--- config.mk ---
export PLATFORM = sky130hd
export DESIGN_NAME = controle_exibicao_leds
export DESIGN_NICKNAME = d
export VERILOG_FILES = /design/src/rtl/controle_exibicao_leds_pkg.sv /design/src/rtl/controle_exibicao_leds_contador_tempo.sv /design/src/rtl/controle_exibicao_leds.sv
export SDC_FILE = /design/constraint.sdc
export NUM_CORES = 1
export LEC_CHECK = 0
export BUFFER_PORTS_ARGS = -buffer_cell sky130_fd_sc_hd__buf_2
export CELL_PAD_IN_SITES_DETAIL_PLACEMENT = 1
export CELL_PAD_IN_SITES_GLOBAL_PLACEMENT = 1
export CORE_ASPECT_RATIO = 1.2
export CORE_MARGIN = 2
export CORE_UTILIZATION = 38
export DETAILED_ROUTE_END_ITERATION = 10
export PLACE_DENSITY = 0.78
export SYNTH_ARGS = -nofsm -noshare
export SYNTH_HDL_FRONTEND = slang
export SYNTH_SLANG_ARGS = --single-unit
--- constraint.sdc ---
create_clock -name clock -period 1.55 [get_ports clock]
set_input_delay 0.155 -clock clock [delete_from_list [all_inputs] [get_ports clock]]
set_output_delay 0.155 -clock clock [all_outputs]
set_load 0.005 [all_outputs]
--- src/rtl/controle_exibicao_leds_pkg.sv ---
// Shared definitions for the LED display sequencer: state codes,
// default timing and the timer width helper.
package controle_exibicao_leds_pkg;

    typedef enum logic [2:0] {
        OCIOSO  = 3'd0,
        PREPARA = 3'd1,
        LIGA    = 3'd2,
        DESLIGA = 3'd3,
        AVANCA  = 3'd4,
        FIM     = 3'd5
    } estado_t;

    localparam int T_ON_PADRAO  = 1000;
    localparam int T_OFF_PADRAO = 500;

    // A single-value timer still needs one bit so the vector is legal.
    function automatic int largura_timer(input int t_on, input int t_off);
        int maior;
        maior = (t_on > t_off) ? t_on : t_off;
        return (maior > 1) ? $clog2(maior) : 1;
    endfunction

endpackage

--- src/rtl/controle_exibicao_leds_contador_tempo.sv ---
// Generic modulo-M counter used as the on/off timer of the LED sequencer.
module contador_tempo #(
    parameter int M = 8,
    parameter int W = 3
) (
    input  logic         clock,
    input  logic         reset,
    input  logic         zera,
    input  logic         conta,
    output logic [W-1:0] valor,
    output logic         fim
);

    assign fim = (valor == W'(M - 1));

    always_ff @(posedge clock or posedge reset) begin
        if (reset) begin
            valor <= '0;
        end else if (zera) begin
            valor <= '0;
        end else if (conta) begin
            if (fim) valor <= '0;
            else     valor <= valor + W'(1);
        end
    end

endmodule

--- src/rtl/controle_exibicao_leds.sv ---
// Control unit that walks item addresses 0..nivel, lighting the LED for
// T_ON cycles and leaving it dark for T_OFF cycles per item.
module controle_exibicao_leds
    import controle_exibicao_leds_pkg::*;
#(
    parameter int T_ON   = T_ON_PADRAO,
    parameter int T_OFF  = T_OFF_PADRAO,
    parameter int ADDR_W = 4
) (
    input  logic              clock,
    input  logic              reset,
    input  logic              iniciar,
    input  logic              abortar,
    input  logic [ADDR_W-1:0] nivel,
    output logic [ADDR_W-1:0] endereco,
    output logic              liga_led,
    output logic              ocupado,
    output logic              pronto,
    output logic [2:0]        db_estado
);

    localparam int T_MAX = (T_ON > T_OFF) ? T_ON : T_OFF;
    localparam int TW    = largura_timer(T_ON, T_OFF);

    estado_t           estado;
    estado_t           proximo;
    logic [TW-1:0]     tempo;
    logic              tempo_fim;
    logic              fim_liga;
    logic              fim_desliga;
    logic              expira;
    logic              zera;
    logic              conta;
    logic [ADDR_W-1:0] nivel_reg;

    contador_tempo #(
        .M (T_MAX),
        .W (TW)
    ) u_contador_tempo (
        .clock (clock),
        .reset (reset),
        .zera  (zera),
        .conta (conta),
        .valor (tempo),
        .fim   (tempo_fim)
    );

    // The timer wraps at the longer interval; the shorter one is decoded here.
    assign fim_liga    = (T_ON  == T_MAX) ? tempo_fim : (tempo == TW'(T_ON  - 1));
    assign fim_desliga = (T_OFF == T_MAX) ? tempo_fim : (tempo == TW'(T_OFF - 1));

    always_comb begin
        expira = 1'b0;
        case (estado)
            LIGA:    expira = fim_liga;
            DESLIGA: expira = fim_desliga;
            default: expira = 1'b0;
        endcase
        conta = (estado == LIGA) || (estado == DESLIGA);
        zera  = !conta || expira || abortar;
    end

    always_ff @(posedge clock or posedge reset) begin
        if (reset) estado <= OCIOSO;
        else       estado <= proximo;
    end

    always_comb begin
        proximo = estado;
        if (abortar && (estado != OCIOSO)) begin
            proximo = OCIOSO;
        end else begin
            case (estado)
                OCIOSO:  if (iniciar) proximo = PREPARA;
                PREPARA: proximo = LIGA;
                LIGA:    if (expira) proximo = DESLIGA;
                DESLIGA: if (expira) proximo = (endereco == nivel_reg) ? FIM : AVANCA;
                AVANCA:  proximo = LIGA;
                FIM:     proximo = OCIOSO;
                default: proximo = OCIOSO;
            endcase
        end
    end

    always_ff @(posedge clock or posedge reset) begin
        if (reset) begin
            endereco  <= '0;
            nivel_reg <= '0;
        end else begin
            case (estado)
                PREPARA: begin
                    endereco  <= '0;
                    nivel_reg <= nivel;
                end
                AVANCA:  endereco <= endereco + ADDR_W'(1);
                default: ;
            endcase
        end
    end

    assign liga_led  = (estado == LIGA);
    assign ocupado   = (estado != OCIOSO);
    assign pronto    = (estado == FIM);
    assign db_estado = estado;

endmodule

[After elaboration in Yosys (flattened, before gate mapping)]
Index checks and enable logic that the tools add are counted.
Storage, ports and cells
  bits in registers: 21
  input bits: 8
  output and inout bits: 10
  word-level logic and storage cells: 39
Operators by class
  add/subtract/negate cells: 2
  equality and inequality tests: 11
  mux-type cells: 11
  reductions and logical operators: 11
Operators with widths (count)
  10-bit 2-to-1 mux: 3
  3-bit 2-to-1 mux: 4
  3-bit case mux with 4 select lines: 1
  10-bit by 1-bit adder with 10-bit output (second input constant): 1
  10-bit == test (second input constant): 1
  10-bit by 9-bit == test with 1-bit output (second input constant): 1
  4-bit case mux with 2 select lines: 1
  3-bit by 2-bit == test with 1-bit output (second input constant): 2
  3-bit == test (second input constant): 2
  4-bit by 1-bit adder with 4-bit output (second input constant): 1
  4-bit == test: 1
  2-bit nonzero test: 2
  3-bit by 1-bit == test with 1-bit output (second input constant): 1
  3-bit zero test: 1
  1-bit logical OR: 3
  3-bit by 1-bit inequality test with 1-bit output (second input constant): 1
  3-bit by 2-bit inequality test with 1-bit output (second input constant): 1
  3-bit inequality test (second input constant): 1
  3-bit AND reduction: 1
  3-bit nonzero test: 1
  1-bit case mux with 2 select lines: 1
  2-bit OR reduction: 1
  1-bit logical AND: 1
  1-bit zero test: 1
  1-bit 2-to-1 mux: 1

[Logic depth before layout (Yosys ltp)]
Gate-level depths: netlist of run 1.
  depth in word-level cells: 6
  mapped depth: 6
  gate-level depth less buffers: 5

[Modules after synthesis]
From an unflattened synthesis of run 1, not the netlist that was laid out.
Second synthesis, totals
  cell total of the unflattened synthesis: 130
  area, all modules: 1270.0 µm²
Modules (own cells, without submodules)
  controle_exibicao_leds: instances 1, cells an instance 71, area an instance 691.9 µm², sequential area each 275.3 µm²
  contador_tempo: instances 1, cells an instance 59, area an instance 578.1 µm², sequential area each 250.2 µm²

[Worst setup path after synthesis of run 1]
OpenSTA, ideal clock, no wires.
  path kind: register -> register
  start point: register estado[2] (netlist: db_estado[2])
  end point: register estado[0] (netlist: db_estado[0])
  setup time: 124 ps
  arrival: 1480 ps
  data required time: 1426 ps
  setup slack: -54 ps
  cell stages (with the launch flop): 7
  path buffers: 2
  clock period less this slack: 1604 ps
  cells stage by stage: dfrtp_1 -> buf_2 -> or3b_1 -> clkbuf_1 -> a31oi_1 -> nor3_1 -> a211o_1
On the way
  cells in the longest elaborated chain, start to end: 4
  elaborated cells on any way between the ends: 15
  those cells by class: 7 x eq/ne; 3 x mux; 5 x reduce/logical
RTL lines
  start: declaration: line controle_exibicao_leds.sv:25  | estado_t estado;
  start signal: assignment: line controle_exibicao_leds.sv:65  | else estado <= proximo;
  3-bit by 2-bit == test with 1-bit output (tied with other cells): line controle_exibicao_leds.sv:54, controle_exibicao_leds.sv:73
  1-bit case mux with 2 select lines (tied with other cells): line controle_exibicao_leds.sv:54  | case (estado)
  3-bit by 2-bit inequality test with 1-bit output (no source line) (tied with other cells)
  3-bit AND reduction (no source line) or 3-bit 2-to-1 mux (tied branches)
Parallel ways exist; a longest one is shown, timed or not.
A chain may end at the register's enable or synchronous reset.

[Worst setup path after layout of run 1]
  start point: register u_contador_tempo.valor[5]
  end point: register u_contador_tempo.valor[1]
On the way
  cells in the longest elaborated chain, start to end: 5
  elaborated cells on any way between the ends: 9
  those cells by class: 2 x eq/ne; 4 x mux; 3 x reduce/logical
RTL lines
  start: declaration: line controle_exibicao_leds_contador_tempo.sv:10  | output logic [W-1:0] valor,
  start signal: assignment: line controle_exibicao_leds_contador_tempo.sv:23  | else valor <= valor + W'(1);
  10-bit by 9-bit == test with 1-bit output or 10-bit == test (tied branches)
  1-bit case mux with 2 select lines: line controle_exibicao_leds.sv:54
  1-bit logical OR (2 in a row): line controle_exibicao_leds.sv:60  | zera = !conta || expira || abortar;
  10-bit 2-to-1 mux or 2-bit nonzero test (tied branches)
Parallel ways exist; a longest one is shown, timed or not. The select of a mux whose other input is x is not followed.

==> results of run 1 <==
==> logic make-up (layout without fill, tap and decap cells) <==
| kind of cell | after synthesis | count (layout) | synth area share |
|---|---|---|---|
| adders and majority gates | 2 | 2 | 0.0215 |
| muxes | 4 | 4 | 0.0387 |
| and+or+nand+nor | 50 | 50 | 0.245 |
| AOI/OAI and AO/OA | 20 | 21 | 0.115 |
| buffers and inverters | 9 | 49 | 0.0301 |
| xor gates and xnor gates | 13 | 13 | 0.0979 |
| DFF | 21 | 21 | 0.452 |
==> stage by stage <==
step | cells | worst slack (ns) | setup TNS (ns) | util
detailed placement | 181 | 0.0145 | 0 | 0.461
global route | 196 | -0.0938 | -0.845 | 0.518
global placement | 181 | 0.0600 | 0 | 0.461
CTS | 187 | 0.00360 | 0 | 0.481
floorplan | 119 | 0.00842 | 0 | -
finish | 196 | -0.00391 | -0.0135 | 0.518
==> power by group through the flow <==
stage,clock network (mW),logic (mW),registers (mW)
2_1_floorplan,0,0.370,0.704
3_3_place_gp,0,0.567,0.697
3_5_place_dp,0,0.595,0.700
4_1_cts,0.283,0.605,0.691
5_1_grt,0.311,0.754,0.702
6_report,0.266,0.690,0.691
==> Yosys cell counts (2+ instances only) <==
| master | count | area share |
|---|---|---|
| sky130_fd_sc_hd__dfrtp_1 | 21 | 0.45 |
| sky130_fd_sc_hd__nor3_1 | 14 | 0.060 |
| sky130_fd_sc_hd__nand3_1 | 8 | 0.034 |
| sky130_fd_sc_hd__xnor2_1 | 7 | 0.053 |
| sky130_fd_sc_hd__nor2_1 | 6 | 0.019 |
| sky130_fd_sc_hd__o21ai_0 | 6 | 0.026 |
| sky130_fd_sc_hd__xor2_1 | 6 | 0.045 |
| sky130_fd_sc_hd__a21oi_1 | 5 | 0.022 |
| sky130_fd_sc_hd__clkbuf_1 | 5 | 0.016 |
| sky130_fd_sc_hd__nand2_1 | 5 | 0.016 |
| sky130_fd_sc_hd__mux2_2 | 4 | 0.039 |
| sky130_fd_sc_hd__inv_1 | 3 | 0.0097 |
| sky130_fd_sc_hd__and3_1 | 2 | 0.011 |
| sky130_fd_sc_hd__and4_1 | 2 | 0.015 |
| sky130_fd_sc_hd__ha_1 | 2 | 0.022 |
| sky130_fd_sc_hd__nand4_1 | 2 | 0.011 |
| sky130_fd_sc_hd__nor4b_1 | 2 | 0.015 |
==> worst max-delay path: stages, from the launching register on <==
cell                       delay [ns]
sky130_fd_sc_hd__dfrtp_1         0.40
sky130_fd_sc_hd__and4_1          0.22
sky130_fd_sc_hd__or4b_4          0.52
sky130_fd_sc_hd__a21boi_4        0.23
sky130_fd_sc_hd__nor3b_1         0.08
==> worst max-delay path by stage <==
| stage | from | end | slack (ns) | cells after the start |
|---|---|---|---|---|
| after floorplan | u_contador_tempo.valor[4] | u_contador_tempo.valor[1] | 0.008 | 4 |
| after global placement | u_contador_tempo.valor[7] | u_contador_tempo.valor[1] | 0.06 | 4 |
| after detailed placement | u_contador_tempo.valor[5] | u_contador_tempo.valor[9] | 0.01 | 4 |
| after CTS | u_contador_tempo.valor[5] | db_estado[1] | 0.004 | 4 |
| after global routing | u_contador_tempo.valor[5] | u_contador_tempo.valor[0] | -0.09 | 4 |
| final | u_contador_tempo.valor[5] | u_contador_tempo.valor[1] | -0.004 | 4 |
==> per-layer routing <==
metal | part of all wire | routed length, um | vias up | track usage
met5 | 0 | 0 | - | 0
met4 | 0.019 | 60 | 0 | 0.0719
met3 | 0.020 | 63 | 6 | 0.0253
met2 | 0.54 | 1680 | 16 | 0.333
met1 | 0.42 | 1290 | 522 | 0.224
li1 | - | - | 514 | -
==> cell type report <==
| class | count | area share |
|---|---|---|
| multi-input combinational | 90 | 0.418 |
| sequential | 21 | 0.338 |
| timing repair buffer | 42 | 0.188 |
| tap | 36 | 0.0290 |
| clock buffer | 3 | 0.0145 |
| inverter | 3 | 0.00965 |
| clock inverter | 1 | 0.00322 |
==> what timing repair did <==
item	in CTS	in global routing
setup buffers	0	8
endpoints found under the hold margin	21	0
setup endpoints to repair	7	14
pin swaps	1	2
gates cloned	1	1
hold buffers	1	0
resized for setup	3	7
==> results.txt, run 1 <==
----------------------------------------------------
[Drt]
  ANT nets after route ... 0
  Via density ... 5.40
  Wirelength per Cell ... between 15 and 20 um
  DR vias ... between 1000 and 1500
  Residual DRC count ... 0
  Pre-antenna DRT Iters ... 4
  Sum of routed wire length over all layers ... 3.09 mm
  Detailed Route Iter0 Violations ... 8

[STA]
  Upper clock frequency limit ... roughly 640 MHz
  Worst rel slew slack ... 0.801
  # setup viols final ... 5
  Final worst-path setup slack ... -0.00391 ns
  Setup repair after global routing missed its margin ... true
  Final slew viol count ... 0
  Fin Hold WS ... about 0.038 ns
  Final worst path period need ... about 1.6 ns
  Worst Skew ... roughly 0.012 ns
  Endpoints failing hold ... 0
  Period utilisation layout ... 1.00
  Slew @ Worst Pin ... 0.294 ns

[Final layout]
  FILL cells ... between 300 and 400
  Fraction of final layout cells with drive strength greater than 1 ... 0.381
  Total inserted antenna cells ... 0
  Commonest cells after routing, fill and taps aside ... 21 x sky130_fd_sc_hd__dfrtp_1, 20 x sky130_fd_sc_hd__buf_4, 18 x sky130_fd_sc_hd__buf_2
  Final standard cell area without fillers ... 1560 um^2
  Number of flip-flops in the largest register ... 10
  Multi-input gate area in the final layout ... 649 um^2
  Sequential Area ... roughly 530 um^2
  Area added between synthesis and finish ... 33.7%
  Most common cell after layout, fill and taps aside ... sky130_fd_sc_hd__dfrtp_1
  Count of nets after finishing ... approximately 170

[Synthesis]
  Synth unique cells ... 36
  Proportion of register bits with asynchronous set or reset after synthesis ... 1.00
  Synth Register Bits ... 21
  Gate count after technology mapping ... 119
  Main synth FF type ... sky130_fd_sc_hd__dfrtp_1
  Number of warnings issued by yosys ... 0
  Mapped Nets ... 129
  Sequential cell area fraction in the yosys report ... 0.452
  EDFF count, synth ... 0
  Post-synthesis instance area ... between 1000 and 1500 um^2
  Mean cell area of the mapped netlist ... ~10 um^2

[Critical path]
  Crit path DAT ... 1.74 ns
  Classification of the worst setup path ... register to register
  CP startpoint kind ... register
  Register-to-register setup slack ... -0.004 ns
  RR Endpoint ... u_contador_tempo.valor[1]
  Capturing element type of the critical path ... register
  CP Data Required Time ... 1.74 ns
  Depth of the most critical reg-to-reg path ... 4
  Maximum fanout count along the critical path ... 5
  Launch point of the worst reg-to-reg path ... u_contador_tempo.valor[5]

[Clock tree]
  Clock edge transition at the registers on the reported setup and hold paths ... roughly 0.13 ns
  TritonCTS clock tree ... yes
  TritonCTS sink count ... 21
  H-tree depth ... 1
  CTS root buf ... sky130_fd_sc_hd__clkbuf_4
  Maximum clock insertion buffer count ... 2
  Source-to-sink clock delay at the later pin of the worst-skew pair ... 0.30 ns
  Inserted Clock Buffers ... 3

[Min path]
  Class of the worst hold path ... input port to register
  Hold path start ... abortar
  Terminating pin of the worst hold path ... db_estado[1]
  Cells on Worst Hold Path ... 2

[Power and ir drop]
  Power share of the sequential group ... 0.419
  Power Dens Cells ... between 1000 and 1500 nW/um^2
  Combinational power share ... 0.419
  Leak ... between 0.6 and 0.7 nW
  Net switching share of the total power ... 0.338
  Internal power contribution ... between 1 and 1.5 mW
  Largest vdd supply drop ... 0.632 mV
  Clock power frac ... 0.162
  Total power after layout ... approximately 1.6 mW
  Reported net switching power ... about 0.56 mW

[Floorplanning]
  Std cell rows ... 22
  Die Y ... approximately 65 um
  Total core area ... between 3000 and 4000 um^2
  Horizontal extent of the die ... about 55 um
  Top-level port count ... 18
  Initial core utilization ... 0.388
  Die area ... 3520 um^2

[Global routing]
  Grt total ovfl ... 0
  Largest net degree at the start of global routing ... 22
  Number of global-route vias before repair ... between 1000 and 1500
  Number of antenna violations at the first check in global routing ... 0
  GRT Util Overall ... 0.189
  First-pass GRT wire length ... roughly 5.0 mm

[Placement]
  DP HPWL ... roughly 2.2 mm
  Number of port buffers ... 17
  DP Area ... 1380 um^2
  Routability congestion estimate from global placement ... roughly 0.77

[Outcome]
  Result of the run ... finished with violations
  Violations in the final reports ... setup timing

[Job]
  Max_cap viols ... 0

----------------------------------------------------
No activity file was read; power rests on OpenSTA's default activity.
==> run 2, diff against run 1 <==
- ABC_AREA: unset -> 1
- CORE_UTILIZATION: 38 -> 36
- PLACE_DENSITY: 0.78 -> 0.79
==> run 2 against run 1 <==
Compared with the run above:
- the run now ends clean
- register-to-register slack improved by 0.11 ns
- non-clock buffer count fell by 22
- setup slack improved by 0.11 ns
- clock power rose by 36%
- largest power group unchanged
- first-iteration DRC count rose by 110%
- maximum frequency rose by 7.8%
- critical endpoint is now db_estado[1]
- die area rose by 9.0%
- final area fell by 7.9%
==> results.txt, run 2 <==
----------------------------------------------------
[Synthesis]
  Synth Area in Compound Gates ... 0.0725 (-0.0426)
  Multiplexer area fraction after synthesis ... 0 (-0.0387)
  Mapped Nets ... 175 (+36%)
  Number of warnings issued by yosys ... 0 (unchanged)
  Fraction of synthesized cell area in xor and xnor cells ... 0.0145 (-0.0834)
  Proportion of register bits with asynchronous set or reset after synthesis ... 1.00 (unchanged)
  Mean cell area of the mapped netlist ... 7.33 um^2 (-25%)
  Sequential cell area fraction in the yosys report ... 0.435 (-0.0168)
  Simple-gate share of the synthesized area ... 0.371 (+0.125)
  Combinational family with the most area after synthesis ... simple AND/OR/NAND/NOR gates
  Post-synthesis instance area ... 1210 um^2 (+3.9%)
  Cell with the most instances after synthesis ... sky130_fd_sc_hd__nand2_1
  EDFF count, synth ... 0 (unchanged)
  Main synth FF type ... sky130_fd_sc_hd__dfrtp_1
  Commonest cells post-synth ... 40 x sky130_fd_sc_hd__nand2_1, 25 x sky130_fd_sc_hd__nor2_1, 24 x sky130_fd_sc_hd__inv_1
  Synth Area in Adders ... 0.0207 (-0.000801)
  Gate count after technology mapping ... 165 (+39%)
  Top area cells in the synthesized netlist ... sky130_fd_sc_hd__dfrtp_1 43%, sky130_fd_sc_hd__nand2_1 12%, sky130_fd_sc_hd__nor2_1 7.8%
  Top-area cell type share of the netlist area ... 0.435 (-0.0168)
  Synth Register Bits ... 21 (unchanged)
  Yosys top cell by area ... sky130_fd_sc_hd__dfrtp_1
  Synth unique cells ... 22 (-39%)

[Final layout]
  Sequential Area ... 527 um^2 (+0.24%)
  FILL cells ... 444 (+21%)
  Fraction of final layout cells with drive strength greater than 1 ... 0.222 (-0.159)
  Final standard cell area without fillers ... 1430 um^2 (-7.9%)
  Total inserted antenna cells ... 0 (unchanged)
  Area added between synthesis and finish ... 18.5%
  Number of flip-flops in the largest register ... 10 (unchanged)
  Multi-input gate area in the final layout ... 611 um^2 (-6.0%)
  Count of nets after finishing ... 200 (+17%)
  Commonest cells after routing, fill and taps aside ... 38 x sky130_fd_sc_hd__nand2_1, 23 x sky130_fd_sc_hd__inv_1, 22 x sky130_fd_sc_hd__nor2_1
  Final core utilization ... 0.437 (-0.0817)
  Most common cell after layout, fill and taps aside ... sky130_fd_sc_hd__nand2_1

[Global routing]
  Number of global-route vias before repair ... 1215 (+13%)
  Largest net degree at the start of global routing ... 22 (unchanged)
  First-pass GRT wire length ... 5.34 mm (+7.6%)
  Grt total ovfl ... 0 (unchanged)
  Number of antenna violations at the first check in global routing ... 0 (unchanged)
  GRT Util Overall ... 0.184 (-0.00510)

[STA]
  Worst rel slew slack ... 0.791 (-0.00992)
  Final slew viol count ... 0 (unchanged)
  Endpoints failing hold ... 0 (unchanged)
  Summed negative setup slack over all endpoints ... 0 ns (+0.0135 ns)
  Worst Skew ... 0.00270 ns (-0.00949 ns)
  # setup viols final ... 0 (-5)
  Final worst path period need ... 1.44 ns (-0.113 ns)
  Period utilisation layout ... 0.930 (-0.0727)
  Upper clock frequency limit ... 694 MHz (+7.8%)
  Slew @ Worst Pin ... 0.312 ns (+0.0179 ns)
  Final worst-path setup slack ... 0.109 ns (+0.113 ns)

[Drt]
  Met3 WL post-DR ... 78 um (+24%)
  Sum of routed wire length over all layers ... 3.28 mm (+6.2%)
  Pre-antenna DRT Iters ... 4 (unchanged)
  Met2 WL ... 1.89 mm (+13%)
  Top sig layer ... met4
  Residual DRC count ... 0 (unchanged)
  DR vias ... 1203 (+14%)
  Length of routed wiring on met1 ... 1.22 mm (-5.1%)
  Detailed Route Iter0 Violations ... 17 (+9)
  Wirelength per Cell ... 14.5 um (-7.9%)
  Via density ... 5.32 (-1.4%)
  ANT nets after route ... 0 (unchanged)

[Job]
  Max_cap viols ... 0 (unchanged)

[Critical path]
  Launch point of the worst reg-to-reg path ... u_contador_tempo.valor[0]
  Crit path DAT ... 1.59 ns (-0.15 ns)
  CP max stage cell ... sky130_fd_sc_hd__dfrtp_1
  RR Endpoint ... db_estado[1]
  Number of buffers and inverters on the critical path ... 1 (+1)
  Classification of the worst setup path ... register to register
  CP Data Required Time ... 1.70 ns (-0.04 ns)
  Slowest cell delay on critical path ... 0.38 ns (-0.14 ns)
  Depth of the most critical reg-to-reg path ... 7 (+3)
  Register-to-register setup slack ... 0.11 ns (+0.11 ns)
  Capturing element type of the critical path ... register
  Worst path top cell family by delay ... simple AND/OR/NAND/NOR gates
  CP startpoint kind ... register
  Maximum fanout count along the critical path ... 6 (+1)
  Cell breakdown of the critical path ... ha_2 -> inv_1 -> nor2_1 -> nand3_1 -> nand2_2 -> and2_4 -> o21ai_0

[Placement]
  Setup slack after placement ... 0.0651 ns (+0.0506 ns)
  Number of port buffers ... 17 (unchanged)
  DP Area ... 1340 um^2 (-2.8%)
  DP HPWL ... 2.45 mm (+11%)
  Routability congestion estimate from global placement ... 0.863 (+12%)

[Clock tree]
  H-tree depth ... 1 (unchanged)
  Maximum clock insertion buffer count ... 2 (unchanged)
  Inserted Clock Buffers ... 3 (unchanged)
  TritonCTS sink count ... 21 (unchanged)
  Clock edge transition at the registers on the reported setup and hold paths ... 0.08 ns (-0.05 ns)
  CTS root buf ... sky130_fd_sc_hd__clkbuf_8
  TritonCTS clock tree ... yes
  Source-to-sink clock delay at the later pin of the worst-skew pair ... 0.26 ns (-0.04 ns)

[Power and ir drop]
  Total power after layout ... 1.83 mW (+11%)
  Power Dens Cells ... 1280 nW/um^2 (+21%)
  Largest vdd supply drop ... 0.578 mV (-8.6%)
  Leak ... 0.679 nW (-2.6%)

[Min path]
  Hold path start ... nivel[3]
  Cells on Worst Hold Path ... 3 (+1)
  Terminating pin of the worst hold path ... nivel_reg[3]
  Class of the worst hold path ... input port to register

[Floorplanning]
  Horizontal extent of the die ... 56.9 um (+4.4%)
  Std cell rows ... 23 (+4.5%)
  Initial core utilization ... 0.368 (-0.0194)
  Total core area ... 3280 um^2 (+9.3%)
  Die area ... 3840 um^2 (+9.0%)
  Top-level port count ... 18 (unchanged)
  Die Y ... 67.5 um (+4.4%)

[Outcome]
  Result of the run ... finished, final reports clean

----------------------------------------------------
[run 2: cell count changes after synthesis, sizes merged, moves of 4 or more]
cell | before | now
xor2 | 6 | 2
nand2 | 5 | 41
clkbuf | 5 | 0
xnor2 | 7 | 0
nor2 | 6 | 30
nor3 | 14 | 4
nand3 | 8 | 17
inv | 3 | 25
mux2 | 4 | 0
[run 2: how the worst max path moves through the flow]
| stage | startpoint | endpoint | slack [ns] | cells past startpoint |
|---|---|---|---|---|
| 2_1_floorplan | u_contador_tempo.valor[0] | u_contador_tempo.valor[3] | 0.22 | 8 |
| 3_3_place_gp | u_contador_tempo.valor[0] | db_estado[1] | 0.13 | 7 |
| 3_5_place_dp | u_contador_tempo.valor[0] | db_estado[1] | 0.07 | 7 |
| 4_1_cts | u_contador_tempo.valor[0] | u_contador_tempo.valor[6] | 0.006 | 7 |
| 5_1_grt | u_contador_tempo.valor[0] | db_estado[1] | -0.04 | 7 |
| 6_report | u_contador_tempo.valor[0] | db_estado[1] | 0.11 | 7 |
[run 2: what timing repair did]
item / CTS / global route
endpoints found under the hold margin: 21 / 0
gates resized for setup: 0 / 10
endpoints found under the setup margin: 0 / 11
hold buffers: 1 / 0
buffers inserted: 0 / 0
[run 2: final cells by class]
cell class | count | area share
well taps | 37 | 0.0323
multi-input cells | 119 | 0.426
clock buffers | 4 | 0.0314
inverters | 25 | 0.0655
repair buffers | 20 | 0.0769
flip-flops and latches | 21 | 0.368
[run 2: cell families (layout without fill, tap and decap cells)]
group                      Yosys count  after routing
adders and majority gates            2              2
DFF                                 21             21
AOI/OAI and AO/OA                   16             16
and+or+nand+nor                     98             99
buffers and inverters               26             49
xor gates and xnor gates             2              2
[run 2: per-stage QoR]
step / hold WS, ns / cells
3_5_place_dp: 0.205 / 220
5_1_grt: 0.167 / 226
6_report: 0.147 / 226
2_1_floorplan: 0.132 / 165
4_1_cts: 0.150 / 225
3_3_place_gp: 0.199 / 220
[run 2: layer usage]
| layer | vias to the layer above | track usage |
|---|---|---|
| met5 | - | 0 |
| met4 | 0 | 0.105 |
| met3 | 9 | 0.0249 |
| met2 | 22 | 0.361 |
| met1 | 598 | 0.185 |
| li1 | 574 | - |
[run 2: tightest hold or removal path, cell delays in order]
cell	delay [ns]
sky130_fd_sc_hd__buf_2	0.07
sky130_fd_sc_hd__nor2_1	0.03
sky130_fd_sc_hd__a21oi_1	0.10
[run 2: power by group]
group          internal (mW)  switching, mW  total, mW  leakage [nW]
logic                  0.267          0.445      0.711         0.380
clock network          0.183          0.179      0.362        0.0228
registers              0.659          0.103      0.762         0.276
total                   1.11          0.726       1.83         0.679
==> run 3, diff against run 2 <==
- CELL_PAD_IN_SITES_DETAIL_PLACEMENT: 1 -> unset
- CELL_PAD_IN_SITES_GLOBAL_PLACEMENT: 1 -> unset
- CORE_UTILIZATION: 36 -> 50
==> run 3 against run 2 <==
Compared with the run above:
- utilization grew 18 points
- register-to-register slack about the same
- first-iteration DRC count rose to 2.9 times the previous value
- final cell count is 2.7% lower
- count of clock-buffer cells in the layout did not move
- sequential cell count unchanged
- sequential power about the same
- critical path depth unchanged
- largest cell class unchanged
- total power decreased by 7.1%
- largest power group unchanged
- wire length down 15%
- setup slack improved by 0.0059 ns
- clock skew is 0.011 ns higher
==> results.txt, run 3 (synthesis gave the netlist of run 2 again) <==
----------------------------------------------------
[Placement]
  Setup slack after placement ... 0.115 ns (+0.0497 ns)
  DP HPWL ... 1.99 mm (-19%)
  DP Area ... 1340 um^2 (-0.56%)
  Number of instances in the placed design ... 214 (-2.7%)
  Routability congestion estimate from global placement ... 0.947 (+9.7%)
  Number of port buffers ... 17 (unchanged)

[Critical path]
  Capturing element type of the critical path ... register
  Slowest cell delay on critical path ... 0.39 ns (about the same)
  Crit path DAT ... 1.62 ns (+0.03 ns)
  Maximum fanout count along the critical path ... 6 (unchanged)
  CP Data Required Time ... 1.73 ns (+0.03 ns)
  CP max stage cell ... sky130_fd_sc_hd__dfrtp_1
  Cell breakdown of the critical path ... ha_2 -> nand2_2 -> nor2_2 -> nand3_2 -> nand3_2 -> and2_4 -> o21ai_0
  Critical path's most frequent cell ... sky130_fd_sc_hd__nand3_2
  Classification of the worst setup path ... register to register
  Depth of the most critical reg-to-reg path ... 7 (unchanged)
  CP startpoint kind ... register

[STA]
  Endpoints failing hold ... 0 (unchanged)
  Final slew viol count ... 0 (unchanged)
  Worst rel slew slack ... 0.817 (+0.0260)
  Upper clock frequency limit ... 697 MHz (+0.41%)
  Final worst-path setup slack ... 0.115 ns (+0.00593 ns)
  Summed negative setup slack over all endpoints ... 0 ns (unchanged)
  Setup repair after global routing missed its margin ... false
  Worst Skew ... 0.0138 ns (+0.0111 ns)
  Fin Hold WS ... 0.0962 ns (-0.0512 ns)
  Final worst path period need ... 1.44 ns (-0.00593 ns)
  Slew @ Worst Pin ... 0.274 ns (-0.0379 ns)
  # setup viols final ... 0 (unchanged)
  Period utilisation layout ... 0.926 (-0.00382)

[Min path]
  Cells on Worst Hold Path ... 3 (unchanged)
  Class of the worst hold path ... input port to register

[Power and ir drop]
  Leak ... 0.670 nW (-1.3%)
  Total power after layout ... 1.70 mW (-7.1%)
  Reported net switching power ... 0.683 mW (-6.0%)
  Internal power contribution ... 1.02 mW (-7.8%)
  Power share of the sequential group ... 0.445 (+0.030)
  Net switching share of the total power ... 0.400 (+0.00476)
  Clock power frac ... 0.154 (-0.043)
  Combinational power share ... 0.400 (+0.012)
  Largest vdd supply drop ... 0.626 mV (+8.2%)
  Power Dens Cells ... 1220 nW/um^2 (-5.0%)

[Final layout]
  Count of nets after finishing ... 200 (unchanged)
  Most common cell after layout, fill and taps aside ... sky130_fd_sc_hd__nand2_1
  Fraction of final layout cells with drive strength greater than 1 ... 0.217 (-0.00529)
  Total inserted antenna cells ... 0 (unchanged)
  Number of cells in the finished layout apart from fillers ... 220 (-2.7%)
  Commonest cells after routing, fill and taps aside ... 39 x sky130_fd_sc_hd__nand2_1, 24 x sky130_fd_sc_hd__inv_1, 21 x sky130_fd_sc_hd__nor2_1
  Area added between synthesis and finish ... 15.9%
  Final standard cell area without fillers ... 1400 um^2 (-2.2%)
  FILL cells ... 215 (-52%)
  Number of flip-flops in the largest register ... 10 (unchanged)
  Final core utilization ... 0.614 (+0.177)

[Drt]
  Residual DRC count ... 0 (unchanged)
  Wirelength per Cell ... 12.7 um (-12%)
  Detailed Route Iter0 Violations ... 49 (+32)
  Sum of routed wire length over all layers ... 2.80 mm (-15%)
  ANT nets after route ... 0 (unchanged)
  Pre-antenna DRT Iters ... 5 (+1)
  Via density ... 5.36 (+0.68%)
  DR vias ... 1179 (-2.0%)

[Global routing]
  Largest net degree at the start of global routing ... 22 (unchanged)
  Number of global-route vias before repair ... 1135 (-6.6%)
  Number of antenna violations at the first check in global routing ... 0 (unchanged)
  Grt total ovfl ... 0 (unchanged)
  GRT Util Overall ... 0.209 (+0.0250)
  First-pass GRT wire length ... 4.66 mm (-13%)

[Floorplanning]
  Top-level port count ... 18 (unchanged)
  Initial core utilization ... 0.530 (+0.161)
  Horizontal extent of the die ... 48.9 um (-14%)
  Die Y ... 57.9 um (-14%)
  Total core area ... 2280 um^2 (-30%)
  Die area ... 2830 um^2 (-26%)
  Std cell rows ... 19 (-17%)

[Clock tree]
  Inserted Clock Buffers ... 3 (unchanged)
  Number of buffers added for setup after CTS ... 0 (unchanged)
  Maximum clock insertion buffer count ... 2 (unchanged)
  Clock edge transition at the registers on the reported setup and hold paths ... 0.13 ns (+0.05 ns)
  H-tree depth ... 1 (unchanged)
  CTS root buf ... sky130_fd_sc_hd__clkbuf_4
  TritonCTS clock tree ... yes
  TritonCTS sink count ... 21 (unchanged)
  Source-to-sink clock delay at the later pin of the worst-skew pair ... 0.30 ns (+0.04 ns)

[Job]
  Max_cap viols ... 0 (unchanged)

[Outcome]
  Result of the run ... finished, final reports clean

----------------------------------------------------
==> run 3: cell type report <==
class	count	area (um^2)	share of cell area
Tap cell	31	38.8	0.0277
Multi-Input combinational cell	119	606	0.432
Inverter	25	93.8	0.0670
Sequential cell	21	527	0.376
Timing Repair Buffer	20	110	0.0786
Clock buffer	4	26.3	0.0188
==> run 3: what timing repair did <==
item                                   4_1_cts  5_1_grt
setup endpoints to repair                    0       12
resized for setup                            0        8
hold buffers                                 1        0
endpoints found under the hold margin       21        0
==> run 3: power by group through the flow <==
stage / logic (mW) / registers (mW) / clock network [mW]
floorplan: 0.472 / 0.749 / 0
global placement: 0.643 / 0.758 / 0
detailed placement: 0.658 / 0.764 / 0
CTS: 0.662 / 0.752 / 0.274
global route: 0.769 / 0.776 / 0.295
finish: 0.682 / 0.759 / 0.263
==> run 3: worst max-delay path, delay by kind of cell (launching register included) <==
family          cells  cell delay, ns
simple gates        5            0.64
flops               1            0.39
fa+ha+maj           1            0.21
compound gates      1            0.08
==> run 3: worst paths after layout <==
kind,from,endpoint,slack [ns]
worst max-delay path,u_contador_tempo.valor[0],db_estado[1],0.11
worst min-delay path,nivel[2],nivel_reg[2],0.1
worst max register to register,u_contador_tempo.valor[0],db_estado[1],0.11
worst min register to register,nivel_reg[1],nivel_reg[1],0.54
max in group asynchronous,reset,db_estado[2],0.91
min in group asynchronous,reset,u_contador_tempo.valor[8],0.41
==> run 3: metal layers <==
metal  vias to the layer above  part of all wire  track usage
li1                        577                 -            -
met1                       549              0.39        0.236
met2                        47              0.55        0.417
met3                         6             0.043       0.0232
met4                         0             0.013       0.0531
met5                         -                 0            0
